## src/rtl/game_fsm_pkg.sv

```systemverilog
// Shared definitions for the frame-level game sequencer: state codes,
// explosion timing defaults and the BCD score incrementer.
package game_fsm_pkg;

    typedef enum logic [1:0] {
        ST_IDLE   = 2'd0,
        ST_PLAY   = 2'd1,
        ST_ME_HIT = 2'd2,
        ST_OVER   = 2'd3
    } state_e;

    localparam int EXPL_STAGES_DEF  = 4;
    localparam int STAGE_FRAMES_DEF = 4;
    localparam int BCD_W            = 4;
    localparam int SCORE_DIGITS     = 4;
    localparam int SCORE_W          = BCD_W * SCORE_DIGITS;

    // Ripple a +1 through the BCD digits; a full 9999 stays put instead of wrapping.
    function automatic logic [SCORE_W-1:0] bcd_inc(input logic [SCORE_W-1:0] s);
        logic [SCORE_W-1:0] r;
        logic               carry;
        r     = s;
        carry = 1'b1;
        if (s != SCORE_W'(16'h9999)) begin
            for (int i = 0; i < SCORE_DIGITS; i++) begin
                if (carry) begin
                    if (r[i*BCD_W +: BCD_W] == BCD_W'(9)) begin
                        r[i*BCD_W +: BCD_W] = '0;
                    end else begin
                        r[i*BCD_W +: BCD_W] = r[i*BCD_W +: BCD_W] + BCD_W'(1);
                        carry = 1'b0;
                    end
                end
            end
        end
        return r;
    endfunction

endpackage

```

## src/rtl/game_fsm_if.sv

```systemverilog
// Frame-event inputs and game status outputs of the game sequencer.
interface game_fsm_if;
    import game_fsm_pkg::*;

    logic               frame_end_i;
    logic               start_i;
    logic               crash_me_enemy_i;
    logic               crash_enemy_bullet_i;
    logic [1:0]         state_o;
    logic [1:0]         lives_o;
    logic [SCORE_W-1:0] score_o;
    logic               me_explode_o;
    logic [1:0]         me_frame_o;
    logic               enemy1_explode_o;
    logic [1:0]         enemy1_frame_o;
    logic               enemy1_respawn_o;
    logic               bullet_clear_o;
    logic               invincible_o;

    modport master (
        output frame_end_i, start_i, crash_me_enemy_i, crash_enemy_bullet_i,
        input  state_o, lives_o, score_o, me_explode_o, me_frame_o,
               enemy1_explode_o, enemy1_frame_o, enemy1_respawn_o,
               bullet_clear_o, invincible_o
    );

    modport slave (
        input  frame_end_i, start_i, crash_me_enemy_i, crash_enemy_bullet_i,
        output state_o, lives_o, score_o, me_explode_o, me_frame_o,
               enemy1_explode_o, enemy1_frame_o, enemy1_respawn_o,
               bullet_clear_o, invincible_o
    );

endinterface

```

## src/rtl/game_fsm_explode_seq.sv

```systemverilog
// One explosion animation: EXPL_STAGES stages of STAGE_FRAMES frames each,
// with a combinational done pulse on the frame that ends the last stage.
module explode_seq
    import game_fsm_pkg::*;
#(
    parameter int STAGE_FRAMES = STAGE_FRAMES_DEF,
    parameter int EXPL_STAGES  = EXPL_STAGES_DEF
) (
    input  logic       clk,
    input  logic       rst,
    input  logic       start_i,
    input  logic       frame_end_i,
    output logic       active_o,
    output logic [1:0] frame_idx_o,
    output logic       done_o
);
    localparam int CW = (STAGE_FRAMES > 1) ? $clog2(STAGE_FRAMES) : 1;

    logic          active_q, active_d;
    logic [1:0]    idx_q, idx_d;
    logic [CW-1:0] cnt_q, cnt_d;
    logic          stage_end, last_stage;

    assign stage_end  = (cnt_q == CW'(STAGE_FRAMES - 1));
    assign last_stage = (idx_q == 2'(EXPL_STAGES - 1));
    assign done_o     = active_q && frame_end_i && stage_end && last_stage && !start_i;

    always_ff @(posedge clk) begin
        if (!rst) begin
            active_q <= 1'b0;
            idx_q    <= '0;
            cnt_q    <= '0;
        end else begin
            active_q <= active_d;
            idx_q    <= idx_d;
            cnt_q    <= cnt_d;
        end
    end

    always_comb begin
        active_d = active_q;
        idx_d    = idx_q;
        cnt_d    = cnt_q;
        if (start_i) begin
            active_d = 1'b1;
            idx_d    = '0;
            cnt_d    = '0;
        end else if (active_q && frame_end_i) begin
            if (stage_end) begin
                cnt_d = '0;
                if (last_stage) begin
                    active_d = 1'b0;
                    idx_d    = '0;
                end else begin
                    idx_d = idx_q + 2'd1;
                end
            end else begin
                cnt_d = cnt_q + CW'(1);
            end
        end
    end

    assign active_o    = active_q;
    assign frame_idx_o = idx_q;

endmodule

```

## src/rtl/game_fsm.sv

```systemverilog
// Frame-level game sequencer: latches crash pulses during the scan and runs
// the title/play/hit/over flow, lives, BCD score and explosion sequencing.
module game_fsm
    import game_fsm_pkg::*;
#(
    parameter int LIVES         = 3,
    parameter int STAGE_FRAMES  = STAGE_FRAMES_DEF,
    parameter int EXPL_STAGES   = EXPL_STAGES_DEF,
    parameter int INVINC_FRAMES = 120
) (
    input  logic      clk,
    input  logic      rst,
    game_fsm_if.slave bus
);
    state_e             state_q, state_d;
    logic [1:0]         lives_q, lives_d;
    logic [SCORE_W-1:0] score_q, score_d;
    logic [7:0]         inv_q, inv_d;
    logic               hit_me_q, hit_me_d;
    logic               hit_en_q, hit_en_d;
    logic               respawn_q, respawn_d;
    logic               bullet_q, bullet_d;

    logic       game_start, frame_step, in_play, invincible;
    logic       hit_me_now, hit_en_now, me_start, en_start;
    logic       me_active, en_active, me_done, en_done;
    logic [1:0] me_frame, en_frame;

    assign invincible = (inv_q != 8'd0);
    assign in_play    = (state_q == ST_PLAY);
    assign game_start = bus.start_i && (state_q == ST_IDLE || state_q == ST_OVER);
    // A start on a frame_end cycle swallows that frame's step.
    assign frame_step = bus.frame_end_i && !game_start;

    assign hit_me_now = hit_me_q ||
                        (in_play && bus.crash_me_enemy_i && !invincible && !me_active);
    assign hit_en_now = hit_en_q || (in_play && bus.crash_enemy_bullet_i && !en_active);
    assign me_start   = in_play && bus.frame_end_i && hit_me_now;
    assign en_start   = in_play && bus.frame_end_i && hit_en_now;

    explode_seq #(.STAGE_FRAMES(STAGE_FRAMES), .EXPL_STAGES(EXPL_STAGES)) u_me_expl (
        .clk        (clk),
        .rst        (rst),
        .start_i    (me_start),
        .frame_end_i(frame_step),
        .active_o   (me_active),
        .frame_idx_o(me_frame),
        .done_o     (me_done)
    );

    explode_seq #(.STAGE_FRAMES(STAGE_FRAMES), .EXPL_STAGES(EXPL_STAGES)) u_en_expl (
        .clk        (clk),
        .rst        (rst),
        .start_i    (en_start),
        .frame_end_i(frame_step),
        .active_o   (en_active),
        .frame_idx_o(en_frame),
        .done_o     (en_done)
    );

    always_ff @(posedge clk) begin
        if (!rst) begin
            state_q   <= ST_IDLE;
            lives_q   <= '0;
            score_q   <= '0;
            inv_q     <= '0;
            hit_me_q  <= 1'b0;
            hit_en_q  <= 1'b0;
            respawn_q <= 1'b0;
            bullet_q  <= 1'b0;
        end else begin
            state_q   <= state_d;
            lives_q   <= lives_d;
            score_q   <= score_d;
            inv_q     <= inv_d;
            hit_me_q  <= hit_me_d;
            hit_en_q  <= hit_en_d;
            respawn_q <= respawn_d;
            bullet_q  <= bullet_d;
        end
    end

    always_comb begin
        state_d   = state_q;
        lives_d   = lives_q;
        score_d   = score_q;
        inv_d     = inv_q;
        hit_me_d  = bus.frame_end_i ? 1'b0 : hit_me_now;
        hit_en_d  = bus.frame_end_i ? 1'b0 : hit_en_now;
        // Enemy and player respawn requests merge into one pulse.
        respawn_d = game_start || en_done || (me_done && lives_q != 2'd0);
        bullet_d  = en_start;
        if (frame_step && invincible) begin
            inv_d = inv_q - 8'd1;
        end
        case (state_q)
            ST_IDLE, ST_OVER: begin
                if (game_start) begin
                    state_d = ST_PLAY;
                    lives_d = 2'(LIVES);
                    score_d = '0;
                    inv_d   = '0;
                end
            end
            ST_PLAY: begin
                if (en_start) begin
                    score_d = bcd_inc(score_q);
                end
                if (me_start) begin
                    lives_d = lives_q - 2'd1;
                    state_d = ST_ME_HIT;
                end
            end
            ST_ME_HIT: begin
                if (me_done) begin
                    if (lives_q == 2'd0) begin
                        state_d = ST_OVER;
                    end else begin
                        state_d = ST_PLAY;
                        inv_d   = 8'(INVINC_FRAMES);
                    end
                end
            end
            default: begin
                state_d = ST_IDLE;
            end
        endcase
    end

    always_comb begin
        bus.state_o          = state_q;
        bus.lives_o          = lives_q;
        bus.score_o          = score_q;
        bus.me_explode_o     = me_active;
        bus.me_frame_o       = me_frame;
        bus.enemy1_explode_o = en_active;
        bus.enemy1_frame_o   = en_frame;
        bus.enemy1_respawn_o = respawn_q;
        bus.bullet_clear_o   = bullet_q;
        bus.invincible_o     = invincible;
    end

endmodule

```

## src/flat_wrapper.sv

```systemverilog
// flat-port wrapper written by rule: the top's interface ports become plain ports
module game_fsm_flat import game_fsm_pkg::*;
#(
    parameter int LIVES         = 3,
    parameter int STAGE_FRAMES  = STAGE_FRAMES_DEF,
    parameter int EXPL_STAGES   = EXPL_STAGES_DEF,
    parameter int INVINC_FRAMES = 120
)
  (clk, rst, bus_frame_end_i, bus_start_i, bus_crash_me_enemy_i, bus_crash_enemy_bullet_i, bus_state_o, bus_lives_o, bus_score_o, bus_me_explode_o, bus_me_frame_o, bus_enemy1_explode_o, bus_enemy1_frame_o, bus_enemy1_respawn_o, bus_bullet_clear_o, bus_invincible_o);
  game_fsm_if bus_i ();
  input  logic clk;
  input  logic rst;
  input wire logic [$bits(bus_i.frame_end_i)-1:0] bus_frame_end_i;
  input wire logic [$bits(bus_i.start_i)-1:0] bus_start_i;
  input wire logic [$bits(bus_i.crash_me_enemy_i)-1:0] bus_crash_me_enemy_i;
  input wire logic [$bits(bus_i.crash_enemy_bullet_i)-1:0] bus_crash_enemy_bullet_i;
  output wire logic [$bits(bus_i.state_o)-1:0] bus_state_o;
  output wire logic [$bits(bus_i.lives_o)-1:0] bus_lives_o;
  output wire logic [$bits(bus_i.score_o)-1:0] bus_score_o;
  output wire logic [$bits(bus_i.me_explode_o)-1:0] bus_me_explode_o;
  output wire logic [$bits(bus_i.me_frame_o)-1:0] bus_me_frame_o;
  output wire logic [$bits(bus_i.enemy1_explode_o)-1:0] bus_enemy1_explode_o;
  output wire logic [$bits(bus_i.enemy1_frame_o)-1:0] bus_enemy1_frame_o;
  output wire logic [$bits(bus_i.enemy1_respawn_o)-1:0] bus_enemy1_respawn_o;
  output wire logic [$bits(bus_i.bullet_clear_o)-1:0] bus_bullet_clear_o;
  output wire logic [$bits(bus_i.invincible_o)-1:0] bus_invincible_o;
  assign bus_i.frame_end_i = bus_frame_end_i;
  assign bus_i.start_i = bus_start_i;
  assign bus_i.crash_me_enemy_i = bus_crash_me_enemy_i;
  assign bus_i.crash_enemy_bullet_i = bus_crash_enemy_bullet_i;
  assign bus_state_o = bus_i.state_o;
  assign bus_lives_o = bus_i.lives_o;
  assign bus_score_o = bus_i.score_o;
  assign bus_me_explode_o = bus_i.me_explode_o;
  assign bus_me_frame_o = bus_i.me_frame_o;
  assign bus_enemy1_explode_o = bus_i.enemy1_explode_o;
  assign bus_enemy1_frame_o = bus_i.enemy1_frame_o;
  assign bus_enemy1_respawn_o = bus_i.enemy1_respawn_o;
  assign bus_bullet_clear_o = bus_i.bullet_clear_o;
  assign bus_invincible_o = bus_i.invincible_o;
  game_fsm #(.LIVES(LIVES), .STAGE_FRAMES(STAGE_FRAMES), .EXPL_STAGES(EXPL_STAGES), .INVINC_FRAMES(INVINC_FRAMES)) u_core (.clk(clk), .rst(rst), .bus(bus_i));
endmodule
```

## config.mk

```make
export PLATFORM = sky130hd
export DESIGN_NAME = game_fsm_flat
export DESIGN_NICKNAME = d
export VERILOG_FILES = /design/src/rtl/game_fsm_pkg.sv /design/src/rtl/game_fsm_if.sv /design/src/rtl/game_fsm_explode_seq.sv /design/src/rtl/game_fsm.sv /design/src/flat_wrapper.sv
export SDC_FILE = /design/constraint.sdc
export NUM_CORES = 1
export LEC_CHECK = 0
export ABC_AREA = 1
export CORE_ASPECT_RATIO = 0.9
export CORE_UTILIZATION = 58
export CTS_CLUSTER_DIAMETER = 60
export DETAILED_ROUTE_END_ITERATION = 10
export PLACE_DENSITY = 0.94
export SLEW_MARGIN = 20
export SYNTH_ARGS = -nofsm -noshare
export SYNTH_HDL_FRONTEND = slang
export SYNTH_SLANG_ARGS = --single-unit
```

## constraint.sdc

```tcl
create_clock -name clk -period 4.1 [get_ports clk]
set_input_delay 0.82 -clock clk [delete_from_list [all_inputs] [get_ports clk]]
set_output_delay 0.82 -clock clk [all_outputs]
set_load 0.1 [all_outputs]
```

==> reports/qor.yml, run 1 <==
yosys:
  yosysWarnings: 0
  synth_xor_area_share_pct: 4.49
  netlist_area_um2: 2340
  synthArstFlopShare_pct: 0
  synth-adder-area-share_pct: 9.09
  netlist_top_cells_count: "nand2_1 (75), nor2_1 (47), dfxtp_1 (42), inv_1 (40), a21oi_1 (28)"
  synth-edff-count: 0
  muxShareOfSynthArea_pct: 0
  yosysMostFrequentCell: "nand2_1"
  yosys.area.top_type_share_pct: 35.9
  seq_area_frac_synth_pct: 35.9
  avgSynthCellArea_um2: 6.95
  synth_cell_types: 28
  synth_cells: 337
  synth-simple-area-share_pct: 31.8
  synthesis.nets: 360
  synth_top_family_by_area: "simple AND/OR/NAND/NOR gates"
  netlist_top_cells_area: "dfxtp_1 (36%), nand2_1 (12%), ha_1 (9.1%)"
  synth_ff_type: "dfxtp_1"
  synth_top_area_cell: "dfxtp_1"
  synth_compound_area_share_pct: 10.8
  yosys_register_bits: 42
sta:
  fmax_ghz: 0.328
  fin_setup_tns_ns: 0
  min_period_ns: 3.05
  final_hold_viol_count: 0
  setup-violations-final: 0
  slew_headroom_pct: 34.4
  timing.final.crit_share_pct: 74.4
  maxSlewViolCount: 0
  rsz0062_at_grt: "no"
  worst_pin_slew_ns: 0.981
  fin_skew_ns: 0.00594
min_path:
  worstHoldPathType: "register to register"
routing:
  wire_per_inst_um: 11.7
  vias: 2189
  drc_errors: 0
  viasPerCell: 5.24
  routed_wl_um: 4900
  drt_iter0_markers: 75
  postRouteAntennaNets: 0
  first_pass_iters: 5
floorplan:
  die_y_um: 62.3
  core_area_um2: 3780
  initial_utilization_pct: 61.9
  die_area_um2: 4290
  die_x_um: 69.0
  ios: 35
  num_rows: 21
clock_network:
  post_cts_resized: 0
  clk_pin_slew_worst_paths_ns: 0.07
  post_cts.repair.setup_buffers: 0
  h-tree-depth: 2
  clk_path_buf_depth: 2
  clock-root-buffer: "clkbuf_8"
  postCtsHoldBufs: 0
  cts_tree: "built"
  clk_latency_ns: 0.30
  cts_buffers: 5
  cts_sinks: 42
global_routing:
  overflow: 0
  grt_first_pass_wirelength_um: 8180
  antenna_found_initial: 0
  grt_max_degree: 20
  grt_use_total_pct: 24.8
  grt_pass1_vias: 1958
worst_setup_path:
  reg2reg_to: "u_core.inv_q[0]"
  critPathLaunch: "u_core.inv_q[0]"
  critPathMaxFanout: 3
  start_kind: "register"
  crit_required_ns: 3.28
  cp.arrival_ns: 2.23
  path_class: "register to primary output"
  reg2regPathDepth: 11
  r2r_start: "u_core.bus.state_o[0]"
  ff2ff_setup_slack_ns: 1.71
  end_kind: "primary output"
  critPathCapture: "bus_invincible_o"
layout:
  drive_above_1_share_pct: 4.84
  nets: 396
  synthToLayoutAreaGrowth_pct: 19.4
  antenna_cells: 0
  fillCellCount: 311
run_status:
  status: "complete, no violations"
placed_design:
  io_buffers: 34
  place.gp.congestion: 0.857
  dpl.hpwl_um: 3690
job:
  drv_cap: 0
[state kept, by name (all words and copies together), names as in the netlist]
register / count
u_core.bus.score_o: 16
u_core.inv_q: 8
u_core.bus.lives_o: 2
u_core.bus.state_o: 2
u_core.u_en_expl.cnt_q: 2
u_core.u_en_expl.frame_idx_o: 2
u_core.u_me_expl.cnt_q: 2
u_core.u_me_expl.frame_idx_o: 2
u_core.bus.bullet_clear_o: 1
u_core.bus.enemy1_respawn_o: 1
u_core.hit_en_q: 1
u_core.hit_me_q: 1
u_core.u_en_expl.active_o: 1
u_core.u_me_expl.active_o: 1
[metal layers]
layer  global-route usage, %  up-vias  share of wire [%]
li1                        -     1153                  -
met1                    31.1      968                 46
met2                    40.5       57                 47
met3                    4.96       11                4.8
met4                    9.95        0                2.3
met5                       0        -                  0
[critical path: stages (launching register included)]
cell	delay, ns
dfxtp_1	0.34
inv_1	0.07
ha_1	0.21
nand2_1	0.07
nor2_1	0.04
nand2_1	0.08
clkdlybuf4s50_1	1.12
[cell families (layout without fill, tap and decap cells)]
logic type	after synthesis	after routing
adder cells (fa/ha/maj)	17	17
AO/OA/AOI/OAI	47	47
buffers and inverters	47	82
XOR/XNOR	12	12
flip-flops	42	42
AND/OR/NAND/NOR	172	172
[through the flow]
step,utilization [%],std cells,worst slack [ns],area [um2],hold WS (ns)
6_report,73.9,418,1.05,2800,0.476
5_1_grt,73.9,418,0.947,2800,0.497
4_1_cts,73.9,418,1.04,2800,0.477
3_5_place_dp,71.7,412,1.24,2710,0.467
3_3_place_gp,71.7,412,1.30,2710,0.453
2_1_floorplan,-,337,1.67,2340,0.442
[worst min path at each step]
stage | startpoint | end | cells after the start
4_1_cts | u_core.u_me_expl.cnt_q[1] | u_core.u_me_expl.cnt_q[1] | 2
5_1_grt | u_core.u_me_expl.cnt_q[1] | u_core.u_me_expl.cnt_q[1] | 2
3_5_place_dp | u_core.u_me_expl.cnt_q[1] | u_core.u_me_expl.cnt_q[1] | 2
2_1_floorplan | u_core.u_en_expl.cnt_q[1] | u_core.u_en_expl.cnt_q[1] | 2
6_report | u_core.u_me_expl.cnt_q[1] | u_core.u_me_expl.cnt_q[1] | 2
3_3_place_gp | u_core.u_me_expl.cnt_q[1] | u_core.u_me_expl.cnt_q[1] | 2
[cell type report]
| class | instances | area [um2] | share of cell area, % |
|---|---|---|---|
| Clock buffer | 6 | 82.6 | 2.95 |
| Tap cell | 46 | 57.6 | 2.06 |
| Multi-Input combinational cell | 248 | 1320 | 47.1 |
| Timing Repair Buffer | 34 | 340 | 12.2 |
| Sequential cell | 42 | 841 | 30.1 |
| Inverter | 42 | 158 | 5.64 |
[cell usage in the layout (no fill, tap or decap), types with 2 or more instances in the layout]
master,n
xor2_1,7
inv_1,40
nand4_1,3
ha_1,17
clkbuf_8,6
dfxtp_1,42
nand2_1,75
clkdlybuf4s50_1,34
nand3_1,22
a21oi_1,28
or2_2,2
nor2_1,47
xnor2_1,5
nor2_2,4
nor2_4,2
o21ai_0,13
o211a_1,2
nor3_1,13
Power of run 1 is left out: the tool's default activity adds up to more than one toggle a clock period on the data nets, which glitch-free logic cannot reach.
==> run 2: changes to the inputs <==
- CORE_UTILIZATION: 58 -> 49
- PLACE_DENSITY: 0.94 -> 0.85
- clock period: 4.1 -> 2.8 ns (I/O delays scaled with it)
==> reports/qor.yml, run 2 (same netlist as run 1, synthesis figures left out) <==
worst_setup_path:
  reg2reg_to: "u_core.bus.state_o[1]"
  end_kind: "register"
  path_delay_family: "simple AND/OR/NAND/NOR gates"
  worst_path_largest_cell_delay_ns: 0.44  # -0.68 ns
  path_class: "register to register"
  start_kind: "register"
  crit_chain: "inv_1 -> ha_1 -> inv_1 -> nor2_1 -> nand3_1 -> nand2_1 -> nand2_1 -> a21oi_1 -> nand3_1 -> nand2_1 -> nor2_1"
  crit_top_cell: "nand2_1"
  path_buf_inv: 2  # unchanged
  cp.arrival_ns: 2.37  # +0.14 ns
  cp.depth: 11  # +5
  ff2ff_setup_slack_ns: 0.62  # -1.09 ns
  crit_required_ns: 2.99  # -0.29 ns
  reg2regPathDepth: 11  # unchanged
  critPathMaxFanout: 14  # +11
  critPathLaunch: "u_core.bus.state_o[1]"
  critPathCapture: "u_core.bus.state_o[1]"
  r2r_start: "u_core.bus.state_o[1]"
  cp_slowest_cell: "ha_1"
run_status:
  status: "complete, no violations"
routing:
  vias: 2198  # +0.41%
  drt_iter0_markers: 50  # -33%
  drc_errors: 0  # unchanged
  routed_wl_um: 4970  # +1.3%
  viasPerCell: 5.02  # -4.2%
  postRouteAntennaNets: 0  # unchanged
  wire_per_inst_um: 11.3  # -3.3%
  first_pass_iters: 4  # -1
placed_design:
  place.gp.congestion: 0.865  # +1.0%
  io_buffers: 34  # unchanged
  placed_cells: 432  # +4.9%
  dpl.hpwl_um: 3750  # +1.7%
clock_network:
  clk_pin_slew_worst_paths_ns: 0.07  # about the same
  h-tree-depth: 2  # unchanged
  clock-root-buffer: "clkbuf_8"
  post_cts.repair.setup_buffers: 0  # unchanged
  post_cts_resized: 0  # unchanged
  clk_latency_ns: 0.29  # about the same
  clk_path_buf_depth: 2  # unchanged
  postCtsHoldBufs: 0  # unchanged
  cts_buffers: 5  # unchanged
  cts_sinks: 42  # unchanged
  cts_tree: "built"
sta:
  fin_skew_ns: 0.00556  # -0.000381 ns
  maxSlewViolCount: 0  # unchanged
  worst_pin_slew_ns: 0.454  # -0.527 ns
  setup-violations-final: 0  # unchanged
  final_hold_viol_count: 0  # unchanged
  fin_setup_tns_ns: 0  # unchanged
  rsz0062_at_grt: "no"
  timing.final.crit_share_pct: 77.8
  min_period_ns: 2.18
  slew_headroom_pct: 69.8  # +35 points
  fmax_ghz: 0.459
layout:
  synthToLayoutAreaGrowth_pct: 18.4
  nets: 400  # +1.0%
  most-common-layout-cells: "nand2_1 (75), nor2_1 (47), dfxtp_1 (42), inv_1 (40), buf_4 (33)"
  antenna_cells: 0  # unchanged
  instances_no_fill: 438  # +4.8%
  largest_reg_flops: 16  # unchanged
  final_common_cell: "nand2_1"
  drive_above_1_share_pct: 13.6  # +8.7 points
floorplan:
  num_rows: 23  # +9.5%
  die_y_um: 67.6  # +8.5%
  ios: 35  # unchanged
  initial_utilization_pct: 51.8  # -10 points
  core_area_um2: 4520  # +19%
  die_x_um: 74.9  # +8.5%
  die_area_um2: 5060  # +18%
global_routing:
  grt_pass1_vias: 1967  # +0.46%
  grt_max_degree: 15  # -25%
  overflow: 0  # unchanged
  antenna_found_initial: 0  # unchanged
  grt_first_pass_wirelength_um: 8020  # -2.0%
  grt_use_total_pct: 20.8  # -4.0 points
job:
  drv_cap: 0  # unchanged
min_path:
  worstHoldPathType: "register to register"
  hold_start: "u_core.u_me_expl.cnt_q[1]"
  min_path_cells: 2  # unchanged
## run 2: cell types whose count changed in the layout (fill, tap and decap cells not counted), sizes merged
cell and delta:
buf +33, clkdlybuf4s50 -29
## run 2: layout make-up
| class | instances | area, um2 |
|---|---|---|
| Clock buffer | 6 | 82.6 |
| Tap cell | 62 | 77.6 |
| Sequential cell | 42 | 841 |
| Multi-Input combinational cell | 248 | 1320 |
| Fill cell | 391 | 1750 |
| Timing Repair Buffer | 38 | 298 |
| Inverter | 42 | 158 |
## run 2: worst reg2reg max path: stages, from the launching register on
cell and delay, ns:
dfxtp_1 0.36, inv_1 0.10, ha_1 0.44, inv_1 0.17, nor2_1 0.14, nand3_1 0.11, nand2_1 0.09, nand2_1 0.13
a21oi_1 0.29, nand3_1 0.13, nand2_1 0.09, nor2_1 0.04
## run 2: worst min path at each step
stage / to / slack, ns
2_1_floorplan: u_core.u_en_expl.cnt_q[1] / 0.44
3_3_place_gp: u_core.u_en_expl.cnt_q[1] / 0.45
3_5_place_dp: u_core.u_me_expl.cnt_q[1] / 0.46
4_1_cts: u_core.u_me_expl.cnt_q[1] / 0.47
5_1_grt: u_core.u_en_expl.cnt_q[1] / 0.50
6_report: u_core.u_me_expl.cnt_q[1] / 0.47
## run 2: stage by stage
| stage | util, % | setup slack [ns] | cell area, um2 | hold slack (ns) |
|---|---|---|---|---|
| floorplan | - | 0.372 | 2340 | 0.442 |
| global placement | 59.5 | 0.611 | 2690 | 0.454 |
| detailed placement | 59.5 | 0.557 | 2690 | 0.462 |
| CTS | 61.4 | 0.629 | 2770 | 0.472 |
| global route | 61.4 | 0.406 | 2770 | 0.501 |
| finish | 61.4 | 0.621 | 2770 | 0.468 |
## run 2: layer usage
metal / wire length, um / track usage, % / up-vias
met5: 0 / 0 / -
met4: 53 / 9.43 / 0
met3: 132 / 3.43 / 8
met2: 2460 / 36.6 / 31
met1: 2320 / 24.6 / 1001
li1: - / - / 1158
Power of run 2 is left out for the same reason.
